$ cat config.mk
export PLATFORM = sky130hd
export DESIGN_NAME = i2c_master_ctrl
export DESIGN_NICKNAME = d
export VERILOG_FILES = /design/src/rtl/i2c_pkg.sv /design/src/rtl/i2c_phase_gen.sv /design/src/rtl/i2c_master_ctrl.sv
export SDC_FILE = /design/constraint.sdc
export NUM_CORES = 1
export LEC_CHECK = 0
export ABC_AREA = 1
export ABC_CLOCK_PERIOD_IN_PS = 1500
export CAP_MARGIN = 20
export CORE_AREA = 8 8 78 80
export CTS_BUF_LIST = sky130_fd_sc_hd__clkbuf_16
export DETAILED_ROUTE_END_ITERATION = 8
export DIE_AREA = 0 0 86 88
export GPL_ROUTABILITY_DRIVEN = 0
export MAX_ROUTING_LAYER = met4
export PLACE_DENSITY = 0.83
export SLEW_MARGIN = 20
export SYNTH_ARGS = -nofsm -noshare
export SYNTH_HDL_FRONTEND = slang
export SYNTH_SLANG_ARGS = --single-unit
$ cat constraint.sdc
create_clock -name clk -period 1.5 [get_ports clk]
set_clock_uncertainty 0.05 [all_clocks]
set_input_delay 0.3 -clock clk [delete_from_list [all_inputs] [get_ports clk]]
set_output_delay 0.3 -clock clk [all_outputs]
set_load 0.01 [all_outputs]
$ cat src/rtl/i2c_pkg.sv
// i2c_pkg: shared state encoding and bus constants for the I2C master
package i2c_pkg;
    typedef enum logic [3:0] {
        IDLE, START, ADDR, ADDR_ACK, WDATA, WACK, RDATA, RACK, STOP, DONE
    } state_e;
    localparam logic [1:0] Q0 = 2'd0;
    localparam logic [1:0] Q1 = 2'd1;
    localparam logic [1:0] Q2 = 2'd2;
    localparam logic [1:0] Q3 = 2'd3;
    localparam logic I2C_ACK  = 1'b0;
    localparam logic I2C_NACK = 1'b1;
    localparam int BITS_PER_BYTE = 8;
endpackage

$ cat src/rtl/i2c_phase_gen.sv
// i2c_phase_gen: divides clk into SCL quarter-phases while a transaction runs
module i2c_phase_gen
    import i2c_pkg::*;
#(
    parameter int CLK_DIV = 4
) (
    input  logic       clk,
    input  logic       rst,
    input  logic       run,
    output logic       tick,
    output logic [1:0] q,
    output logic       last_bit_cycle
);
    localparam int CNT_W = (CLK_DIV > 1) ? $clog2(CLK_DIV) : 1;

    logic [CNT_W-1:0] cnt_q, cnt_d;
    logic [1:0]       q_q, q_d;

    assign tick           = run && cnt_q == CNT_W'(CLK_DIV - 1);
    assign q              = q_q;
    assign last_bit_cycle = tick && q_q == Q3;

    // Held at zero outside a transaction so every START begins on a fresh q0.
    always_comb begin
        cnt_d = tick ? '0 : cnt_q + 1'b1;
        q_d   = tick ? q_q + 2'd1 : q_q;
        if (!run) begin
            cnt_d = '0;
            q_d   = Q0;
        end
    end

    always_ff @(posedge clk) begin
        if (rst) begin
            cnt_q <= '0;
            q_q   <= Q0;
        end else begin
            cnt_q <= cnt_d;
            q_q   <= q_d;
        end
    end
endmodule

$ cat src/rtl/i2c_master_ctrl.sv
// i2c_master_ctrl: single-transaction I2C master (START, address, one data byte, STOP)
module i2c_master_ctrl
    import i2c_pkg::*;
#(
    parameter int CLK_DIV = 4,
    parameter int ADDR_W  = 7
) (
    input  logic              clk,
    input  logic              rst,
    input  logic              start,
    input  logic              rw,
    input  logic [ADDR_W-1:0] dev_addr,
    input  logic [7:0]        wdata,
    output logic              busy,
    output logic              done,
    output logic              ack_err,
    output logic [7:0]        rdata,
    output logic              scl,
    output logic              sda_oe,
    input  logic              sda_in
);
    localparam int TX_W = (ADDR_W + 1 > BITS_PER_BYTE) ? ADDR_W + 1 : BITS_PER_BYTE;
    localparam int CW   = $clog2(TX_W);

    state_e          state_q, state_d;
    logic [CW-1:0]   bit_cnt_q, bit_cnt_d;
    logic [TX_W-1:0] tx_q, tx_d;
    logic [7:0]      rx_q, rx_d, wdata_q, wdata_d, rdata_q, rdata_d;
    logic            rw_q, rw_d, ack_err_q, ack_err_d;
    logic            tick, last, sample, in_bit;
    logic [1:0]      q;

    i2c_phase_gen #(.CLK_DIV(CLK_DIV)) u_phase (
        .clk            (clk),
        .rst            (rst),
        .run            (busy),
        .tick           (tick),
        .q              (q),
        .last_bit_cycle (last)
    );

    assign sample  = tick && q == Q2;
    assign in_bit  = state_q inside {ADDR, ADDR_ACK, WDATA, WACK, RDATA, RACK};
    assign busy    = state_q != IDLE && state_q != DONE;
    assign done    = state_q == DONE;
    assign ack_err = ack_err_q;
    assign rdata   = rdata_q;
    assign scl     = in_bit ? q > Q1 : (state_q == STOP) ? q != Q0 : 1'b1;
    // START/STOP move SDA mid-bit with SCL high; data bits only move it on entry to q0.
    assign sda_oe  = (state_q == START) ? q > Q1 :
                     (state_q == STOP) ? q <= Q1 :
                     (state_q == ADDR || state_q == WDATA) ? ~tx_q[TX_W-1] : 1'b0;

    always_comb begin
        state_d   = state_q;
        bit_cnt_d = bit_cnt_q;
        tx_d      = tx_q;
        rx_d      = rx_q;
        rw_d      = rw_q;
        wdata_d   = wdata_q;
        ack_err_d = ack_err_q;
        rdata_d   = rdata_q;
        case (state_q)
            IDLE: if (start) begin
                state_d   = START;
                rw_d      = rw;
                wdata_d   = wdata;
                tx_d      = TX_W'({dev_addr, rw}) << (TX_W - ADDR_W - 1);
                ack_err_d = 1'b0;
                bit_cnt_d = '0;
            end
            START: if (last) state_d = ADDR;
            ADDR: if (last) begin
                tx_d      = tx_q << 1;
                bit_cnt_d = bit_cnt_q + 1'b1;
                if (bit_cnt_q == CW'(ADDR_W)) begin
                    state_d   = ADDR_ACK;
                    bit_cnt_d = '0;
                end
            end
            ADDR_ACK: begin
                if (sample && sda_in != I2C_ACK) ack_err_d = 1'b1;
                if (last) begin
                    state_d = ack_err_q ? STOP : rw_q ? RDATA : WDATA;
                    tx_d    = TX_W'(wdata_q) << (TX_W - BITS_PER_BYTE);
                end
            end
            WDATA: if (last) begin
                tx_d      = tx_q << 1;
                bit_cnt_d = bit_cnt_q + 1'b1;
                if (bit_cnt_q == CW'(BITS_PER_BYTE - 1)) begin
                    state_d   = WACK;
                    bit_cnt_d = '0;
                end
            end
            WACK: begin
                if (sample && sda_in == I2C_NACK) ack_err_d = 1'b1;
                if (last) state_d = STOP;
            end
            RDATA: begin
                if (sample) rx_d = {rx_q[6:0], sda_in};
                if (last) begin
                    bit_cnt_d = bit_cnt_q + 1'b1;
                    if (bit_cnt_q == CW'(BITS_PER_BYTE - 1)) begin
                        state_d   = RACK;
                        bit_cnt_d = '0;
                    end
                end
            end
            RACK: if (last) state_d = STOP;
            // rdata is loaded on the way into DONE so it is valid alongside the done pulse.
            STOP: if (last) begin
                state_d = DONE;
                if (rw_q && !ack_err_q) rdata_d = rx_q;
            end
            DONE: state_d = IDLE;
            default: state_d = IDLE;
        endcase
    end

    always_ff @(posedge clk) begin
        if (rst) begin
            state_q   <= IDLE;
            bit_cnt_q <= '0;
            tx_q      <= '0;
            rx_q      <= '0;
            rw_q      <= 1'b0;
            wdata_q   <= '0;
            ack_err_q <= 1'b0;
            rdata_q   <= '0;
        end else begin
            state_q   <= state_d;
            bit_cnt_q <= bit_cnt_d;
            tx_q      <= tx_d;
            rx_q      <= rx_d;
            rw_q      <= rw_d;
            wdata_q   <= wdata_d;
            ack_err_q <= ack_err_d;
            rdata_q   <= rdata_d;
        end
    end
endmodule

* After elaboration in Yosys (flattened, before gate mapping) *
Cells that the tools add are included.

cells by class
  add/sub/neg operators = 3
  $lt $le $gt $ge = 2
  equality and inequality tests = 28
  multiplexer cells = 30
  bitwise gates (word level) = 2
  reduce and logical (&&, ||, !) cells = 28

operators by type and width
  cell                                                   count
  2-to-1 mux 4 bit                                       12
  case mux 4 bit (8 select lines)                        1
  2-to-1 mux 8 bit                                       3
  case mux 8 bit (3 select lines)                        1
  equality test 4 x 3 -> 1 bit, second input constant    4
  inequality test 2 x 1 -> 1 bit, second input constant  7
  inequality test 2 bit, second input constant           7
  AND reduction 11 bit                                   1
  2-to-1 mux 3 bit                                       3
  AND reduction 3 bit                                    3
  equality test 4 x 2 -> 1 bit, second input constant    2
  equality test 4 bit, second input constant             2
  OR reduction 2 bit                                     4
  2-to-1 mux 1 bit                                       7
  equality test 2 bit, second input constant             3
  logical AND 1 bit                                      6
  case mux 3 bit (2 select lines)                        1
  nonzero test 2 bit                                     3
  nonzero test 6 bit                                     1
  OR reduction 3 bit                                     2
  adder 2 x 1 -> 2 bit, second input constant            2
  equality test 4 x 1 -> 1 bit, second input constant    1
  zero test 4 bit                                        1
  inequality test 4 bit, second input constant           1
  other kinds (13)                                       15

storage, ports and cells
  bits in registers = 45
  input port bits = 20
  output and inout port bits = 13
  word-level logic and storage cells = 103

* Logic depth before layout (Yosys ltp) *
Gate-level depths: netlist (run 1).

  word-level depth = 7
  mapped depth = 11
  gate-level depth less buffers = 11

* Modules after synthesis *
A second synthesis (run 1) with hierarchy kept.

unflattened totals
  cell total of the unflattened synthesis = 332
  area total of the unflattened synthesis = 2247.2 µm²

by module, submodules not included
  module           times used  cells an instance  area each (µm²)  sequential area each (µm²)
  i2c_master_ctrl  1           305                2053.2           820.8
  i2c_phase_gen    1           27                 193.9            80.1

* Worst setup path after synthesis (run 1) *
No wires, ideal clock.

  path type = reg2out
  from = register state_q[0]
  to = output port sda_oe
  arrival = 1.142 ns
  data required time = 1.150 ns
  setup slack = 0.008 ns
  stages on the path, launching flop included = 5
  path buffers = 1
  cells stage by stage = dfxtp_1 nor2_2 nand3_1 buf_2 o221ai_1

between the ends
  longest elaborated chain between the ends = 5
  elaborated cells between the ends (all ways) = 8
  those cells by class = 4 x eq/ne; 3 x mux; 1 x reduce/logical

ends and longest elaborated chain
  element                                                                       line                    source
  from (decl)                                                                   i2c_master_ctrl.sv:25   state_e state_q, state_d;
  from (signal assigned)                                                        i2c_master_ctrl.sv:132  state_q <= state_d;
  equality test 4 x 2 -> 1 bit or equality test 4 x 3 -> 1 bit (tied branches)  i2c_master_ctrl.sv:52   (state_q == ADDR || state_q == WDATA) ? ~tx_q[TX_W-1] : 1'b0;
  logical OR 1 bit                                                              i2c_master_ctrl.sv:52
  2-to-1 mux 1 bit                                                              i2c_master_ctrl.sv:52
  2-to-1 mux 1 bit                                                              i2c_master_ctrl.sv:51   (state_q == STOP) ? q <= Q1 :
  2-to-1 mux 1 bit (*)                                                          i2c_master_ctrl.sv:50   assign sda_oe = (state_q == START) ? q > Q1 :
  to (decl)                                                                     i2c_master_ctrl.sv:19   output logic sda_oe,

Every way passes the cells marked *; elsewhere a longest branch is shown, timed or not.

* Final worst setup path (run 1) *
  from = register state_q[3]
  to = register state_q[2]

between the ends
  longest elaborated chain between the ends = 6
  elaborated cells between the ends (all ways) = 28
  those cells by class = 20 x eq/ne; 1 x mux; 7 x reduce/logical

ends and longest elaborated chain
  element                                                                            line                   source
  inequality test 4 bit or nonzero test 4 bit (tied branches)                        i2c_master_ctrl.sv:44  assign busy = state_q != IDLE && state_q != DONE;
  logical AND 1 bit                                                                  i2c_master_ctrl.sv:44
  logical AND 1 bit                                                                  i2c_phase_gen.sv:19    assign tick = run && cnt_q == CNT_W'(CLK_DIV - 1);
  logical AND 1 bit                                                                  i2c_phase_gen.sv:21    assign last_bit_cycle = tick && q_q == Q3;
  inequality test 2 bit (no line) or inequality test 2 x 1 -> 1 bit (tied branches)  -
  AND reduction 11 bit (no line)                                                     -

Several ways; a longest one is shown, not always the timed one.
A chain may end at the register's enable or synchronous reset.

==> run metrics, run 1 <==
H-tree Lvls 2; Die H 88 um; Min-Delay Path Depth 1; Worst Setup End Kind flop; n_diodes 0; GRT Util Overall 19.7%; Synth area leader dfxtp_1; outcome finished, violations left; initial cell density of the core 46.5%; reg2reg start state_q[3]; Critical Path Fanout Max 5; R2R depth 11; final worst setup slack -0.284 ns; grt ovf 0; sequential fraction of the synthesis area 39.5%; Fmax 0.561 GHz; minimum clock period 1.78 ns; PD cells 1620 nW/um^2; CTS Buf Count 5; Final Net Count 442; cells after synthesis 331; DRT iter0 DRCs 268; failing checks negative setup slack; Tcrit/Tclk final 119%; design area 3690 um^2; Post-DP Area 2960 um^2; # port buffers 32; Final Max Slew Viols 0; Worst R2R Setup Slack -0.28 ns; Final Hold Viols 0; syn avg cell area 6.89 um^2; top-count cell post-synth nor2_1; Syn. warnings 0; Pre-antenna DRT Iters 5; Synth top area share 39.5%; ys flop type dfxtp_1; clk root buf clkbuf_16; Mapped Area 2280 um^2; CTS Buffer Depth 2; largest net degree at the start of global routing 38; routed wire length 8200 um; number of flops mapped to enable cells by yosys 0; clk slew on worst S/H paths 0.07 ns; Ports 33; RSZ-0062 raised after global routing true; die area 7570 um^2; via/cell ratio 5.42; worst skew pair latency 0.29 ns; Core Area 4910 um^2; Setup-failing EPs final 44; Setup TNS -6.80 ns; crit path DAT 1.93 ns; total power 0.00596 W; HPWL after detailed placement 4220 um; asr flop ratio synth 0%; chip width 86 um; Area Overhead vs Synth 61.7%; fin util 75.1%; Seq cells post-synth 45; CTS tree built; total nets after synthesis 358; Antenna Nets Post-Route 0; worst vdd ir 1.02 mV; Avg WL per Cell 16.9 um; top cells by area, synth dfxtp_1, nor2_1, inv_1; Filler cells 312; HP Class reg2reg; Worst EP required 1.65 ns; Max Cap Viol 0; vias in the first global route 2472; leakage power 1.62 nW; Hold Crit Start u_phase.cnt_q[0]; slew margin rel. 75.7%; initial antenna violation count 0; r2r endpoint state_q[2]; Hold Path End u_phase.cnt_q[0]; Vias 2632; Setup crit start kind flop; # rows 26; CTS Hold Buffers Added 0; Clock Sink Count 45; first-pass GRT wire length 11700 um; Post-synth top cells nor2_1, inv_1, dfxtp_1; Unique masters post-synth 28; type of the worst setup path reg2reg; worst-margin pin slew 0.360 ns; DRC 0; layout cells sized above 1 38.2%
cell type report:
| class | count | area, um^2 | area share (%) |
|---|---|---|---|
| multi-input combinational | 223 | 1470 | 39.8 |
| sequential | 45 | 918 | 24.9 |
| clock buffer | 5 | 125 | 3.39 |
| inverter | 54 | 223 | 6.03 |
| tap | 70 | 87.6 | 2.37 |
| clock inverter | 3 | 25.0 | 0.678 |
| timing repair buffer | 86 | 845 | 22.9 |
critical path, cell delays in order, from the launching register on:
cell	delay (ns)
dfxtp_4	0.40
nor2_4	0.05
buf_6	0.12
nand2_4	0.10
buf_12	0.13
nand4_4	0.14
buf_8	0.19
nand2_2	0.06
nand2_2	0.09
nor2_4	0.15
nor2_1	0.06
nor2_1	0.17
worst max path at each step:
stage / from / end / slack [ns] / cells past startpoint
CTS: u_phase.q[1] / scl / -0.18 / 7
finish: state_q[3] / state_q[2] / -0.28 / 11
global placement: u_phase.q[1] / scl / -0.32 / 7
global route: state_q[0] / state_q[1] / -0.32 / 10
detailed placement: u_phase.q[1] / scl / -0.34 / 7
floorplan: state_q[0] / sda_oe / 0.008 / 4
metrics by stage:
step | instances | worst slack [ns] | hold WS [ns]
floorplan | 331 | 0.00778 | 0.319
global placement | 462 | -0.316 | 0.358
detailed placement | 462 | -0.341 | 0.367
CTS | 479 | -0.180 | 0.376
global route | 486 | -0.318 | 0.394
finish | 486 | -0.284 | 0.374
layout by cell type (no fill, tap or decap), types with 3 or more instances in the layout:
cell	count
o21ai_1	10
buf_12	5
nor2_4	15
buf_4	31
nor2_1	53
clkdlybuf4s50_1	19
buf_6	18
ha_1	4
o21ai_0	9
dlygate4sd2_1	9
nor3_4	3
nand3_2	7
clkbuf_16	5
inv_2	5
ha_2	3
inv_1	45
o22ai_1	7
nor3_1	3
a21oi_2	9
nand2_4	8
nor3_2	3
nor2_2	8
nand2_1	27
nand2_2	9
a21oi_1	11
dfxtp_4	4
o21ai_2	10
dfxtp_1	39
nand3_1	16
where the power goes:
part	internal [W]	leakage [nW]	switching (W)
clock	0.000626	0.0704	0.000499
sequential	0.00143	0.371	0.000146
combinational	0.00142	1.18	0.00184
flip-flops by register name, indices dropped and copies added (netlist names):
signal	flops
u_phase.q	2
bit_cnt_q	3
rdata	8
rx_q	8
u_phase.cnt_q	2
tx_q	8
state_q	4
ack_err	1
wdata_q	8
rw_q	1
timing repair:
item,in CTS,in global routing
gates resized for setup,104,65
pin swaps,35,25
setup endpoints to repair,54,46
setup buffers,7,7
gates cloned,2,0
logic make-up (layout without fill, tap and decap cells):
| kind of cell | Yosys count | in the layout | synth area share, % |
|---|---|---|---|
| XOR/XNOR | 1 | 1 | 0.384 |
| AND/OR/NAND/NOR | 154 | 155 | 30.4 |
| AO/OA/AOI/OAI | 60 | 60 | 14.4 |
| flip-flops | 45 | 45 | 39.5 |
| buffers and inverters | 64 | 148 | 11.5 |
| adder cells (fa/ha/maj) | 7 | 7 | 3.84 |
per-layer routing:
layer  part of all wire (%)  global-route usage [%]  vias to the layer above  wire, um
met3                    6.4                    4.13                       32       525
met2                     51                    34.4                      124      4150
met1                     40                    22.0                     1255      3250
li1                       -                       -                     1221         -
met5                      0                       -                        -         0
met4                    3.3                    5.89                        0       267
No activity file was read; power rests on OpenSTA's default activity.
==> run 2: changes to the inputs <==
--- a/config.mk
+++ b/config.mk
@@ -8,13 +8,16 @@
 export ABC_AREA = 1
 export ABC_CLOCK_PERIOD_IN_PS = 1500
 export CAP_MARGIN = 20
-export CORE_AREA = 8 8 78 80
+export CELL_PAD_IN_SITES_DETAIL_PLACEMENT = 1
+export CELL_PAD_IN_SITES_GLOBAL_PLACEMENT = 1
+export CORE_AREA = 8 8 90 92
 export CTS_BUF_LIST = sky130_fd_sc_hd__clkbuf_16
+export CTS_CLUSTER_SIZE = 14
 export DETAILED_ROUTE_END_ITERATION = 8
-export DIE_AREA = 0 0 86 88
+export DIE_AREA = 0 0 98 100
 export GPL_ROUTABILITY_DRIVEN = 0
 export MAX_ROUTING_LAYER = met4
-export PLACE_DENSITY = 0.83
+export PLACE_DENSITY = 0.84
 export SLEW_MARGIN = 20
 export SYNTH_ARGS = -nofsm -noshare
 export SYNTH_HDL_FRONTEND = slang
==> run metrics, run 2 (synthesis gave the netlist of run 1 again) <==
initial antenna violation count 0 (unchanged); Setup TNS -6.08 ns (+0.726 ns); outcome finished, violations left; Tcrit/Tclk final 118% (-1.0 points); Max Cap Viol 0 (unchanged); Avg WL per Cell 19.4 um (+15%); Die H 100 um (+14%); R2R depth 12 (+1); Core Area 6640 um^2 (+35%); most common cell after layout, fill and taps aside nor2_1; chip width 98 um (+14%); n_diodes 0 (unchanged); Worst Setup End Kind output pin; met1 Usage GRT 18.0% (-4.0 points); Worst EP required 1.15 ns (-0.50 ns); worst vdd ir 0.824 mV (-20%); Ports 33 (unchanged); first-pass GRT wire length 14100 um (+20%); worst-margin pin slew 0.342 ns (-0.0185 ns); minimum clock period 1.77 ns (-0.0152 ns); DRC 0 (unchanged); H-tree Lvls 2 (unchanged); HP Class reg2reg; crit path DAT 1.42 ns (-0.51 ns); worst skew pair latency 0.29 ns (about the same); Clock Sink Count 45 (unchanged); layout cells sized above 1 37.8% (-0.42 points); failing checks negative setup slack; Setup-failing EPs final 38 (-14%); reg2reg start state_q[0]; Pre-antenna DRT Iters 4 (-1); Worst R2R Setup Slack -0.26 ns (+0.02 ns); Critical Path Fanout Max 3 (-2); slew margin rel. 77.2% (+1.5 points); PD cells 1680 nW/um^2 (+4.1%); busiest grt layer met2; RSZ-0062 raised after global routing true; r2r endpoint state_q[2]; Hold Crit Start wdata_q[7]; GRT Util Overall 18.3% (-1.4 points); vias in the first global route 2887 (+17%); CTS Buf Count 5 (unchanged); worst path buffer plus inverter count 4 (+1); met3 Usage GRT 3.94% (-0.18 points); # port buffers 32 (unchanged); # rows 30 (+15%); Top delay family on crit path flip-flops; final worst setup slack -0.268 ns (+0.0152 ns); Min-Delay Path Depth 2 (+1); routed wire length 9680 um (+18%); commonest non-fill, non-tap cells in the layout nor2_1, inv_1, dfxtp_1; Antenna Nets Post-Route 0 (unchanged); most used cell along the critical path inv_2; CTS tree built; Final Hold Viols 0 (unchanged); CTS Buffer Depth 2 (unchanged); leakage power 1.63 nW (+0.83%); Finished Layout Cells 498 (+2.5%); Place WS -0.409 ns (-0.0686 ns); largest net degree at the start of global routing 36 (-5.3%); grt ovf 0 (unchanged); Hold Path End wdata_q[7]; Placed Cells 474 (+2.6%); via/cell ratio 5.16 (-4.7%); die area 9800 um^2 (+29%); type of the worst setup path reg2out; clk slew on worst S/H paths 0.06 ns (about the same); HPWL after detailed placement 5110 um (+21%); DRT iter0 DRCs 111 (-59%); total power 0.00619 W (+3.9%); CP Cell Sequence inv_2 -> ha_4 -> nor2_4 -> inv_2 -> a32o_1 -> inv_1 -> buf_6; CP max-delay cell dfxtp_2; Vias 2571 (-2.3%); clk root buf clkbuf_16; initial cell density of the core 34.4% (-12 points); Final Net Count 444 (+0.45%); Max stage delay on crit path 0.35 ns (-0.05 ns); Fmax 0.566 GHz (+0.86%); Setup crit start kind flop; Area Overhead vs Synth 61.3%; met2 GRT Util 34.4% (about the same); Final Max Slew Viols 0 (unchanged)
## run 2: cell types whose count changed in the layout (fill, tap and decap cells not counted), moves of 4 or more
| cell | previous run | this run |
|---|---|---|
| nand3_1 | 16 | 8 |
| nor2_4 | 15 | 11 |
| buf_4 | 31 | 37 |
| nor2_1 | 53 | 58 |
| o21ai_2 | 10 | 6 |
| nand3_2 | 7 | 15 |
## run 2: worst max path at each step
stage / startpoint / to / slack (ns) / cells past startpoint
after global routing: state_q[0] / state_q[2] / -0.33 / 12
after detailed placement: u_phase.q[1] / scl / -0.41 / 7
after floorplan: state_q[0] / sda_oe / 0.008 / 4
after global placement: u_phase.q[1] / scl / -0.32 / 7
final: u_phase.q[1] / scl / -0.27 / 7
after CTS: u_phase.q[1] / scl / -0.21 / 7
## run 2: final cells by class
type / instances / area (um^2)
repair buffers: 86 / 821
clock inverters: 3 / 21.3
inverters: 54 / 223
clock buffers: 5 / 125
multi-input cells: 224 / 1470
flip-flops and latches: 45 / 918
repair inverters: 1 / 7.51
well taps: 80 / 100
fillers: 799 / 2960
## run 2: where the power goes
part	total, W	leakage, nW	internal, W	switching [W]
sequential	0.00159	0.371	0.00143	0.000160
combinational	0.00348	1.19	0.00149	0.00200
clock	0.00112	0.0702	0.000621	0.000497
total	0.00619	1.63	0.00354	0.00265
## run 2: worst min-delay path, cell delays in order (launching register included)
cell	delay (ns)
dfxtp_1	0.30
inv_1	0.06
a21oi_1	0.05
## run 2: repair_timing
| item | CTS | global route |
|---|---|---|
| endpoints found under the setup margin | 54 | 46 |
| gates cloned | 3 | 0 |
| resized for setup | 118 | 34 |
| buffers inserted | 8 | 5 |
| hold buffers | 0 | 0 |
| pin swaps | 31 | 15 |
## run 2: stage by stage
stage / cell area (um^2) / hold slack (ns) / utilization [%]
6_report: 3680 / 0.403 / 55.4
3_5_place_dp: 2980 / 0.400 / 44.8
5_1_grt: 3680 / 0.439 / 55.4
3_3_place_gp: 2980 / 0.394 / 44.8
4_1_cts: 3510 / 0.410 / 52.9
2_1_floorplan: 2280 / 0.319 / -
## run 2: per-layer routing
layer / wire, um / vias up / share of wire [%]
met5: 0 / - / 0
met4: 252 / 0 / 2.6
met3: 364 / 25 / 3.8
met2: 5240 / 66 / 54
met1: 3820 / 1254 / 39
li1: - / 1226 / -
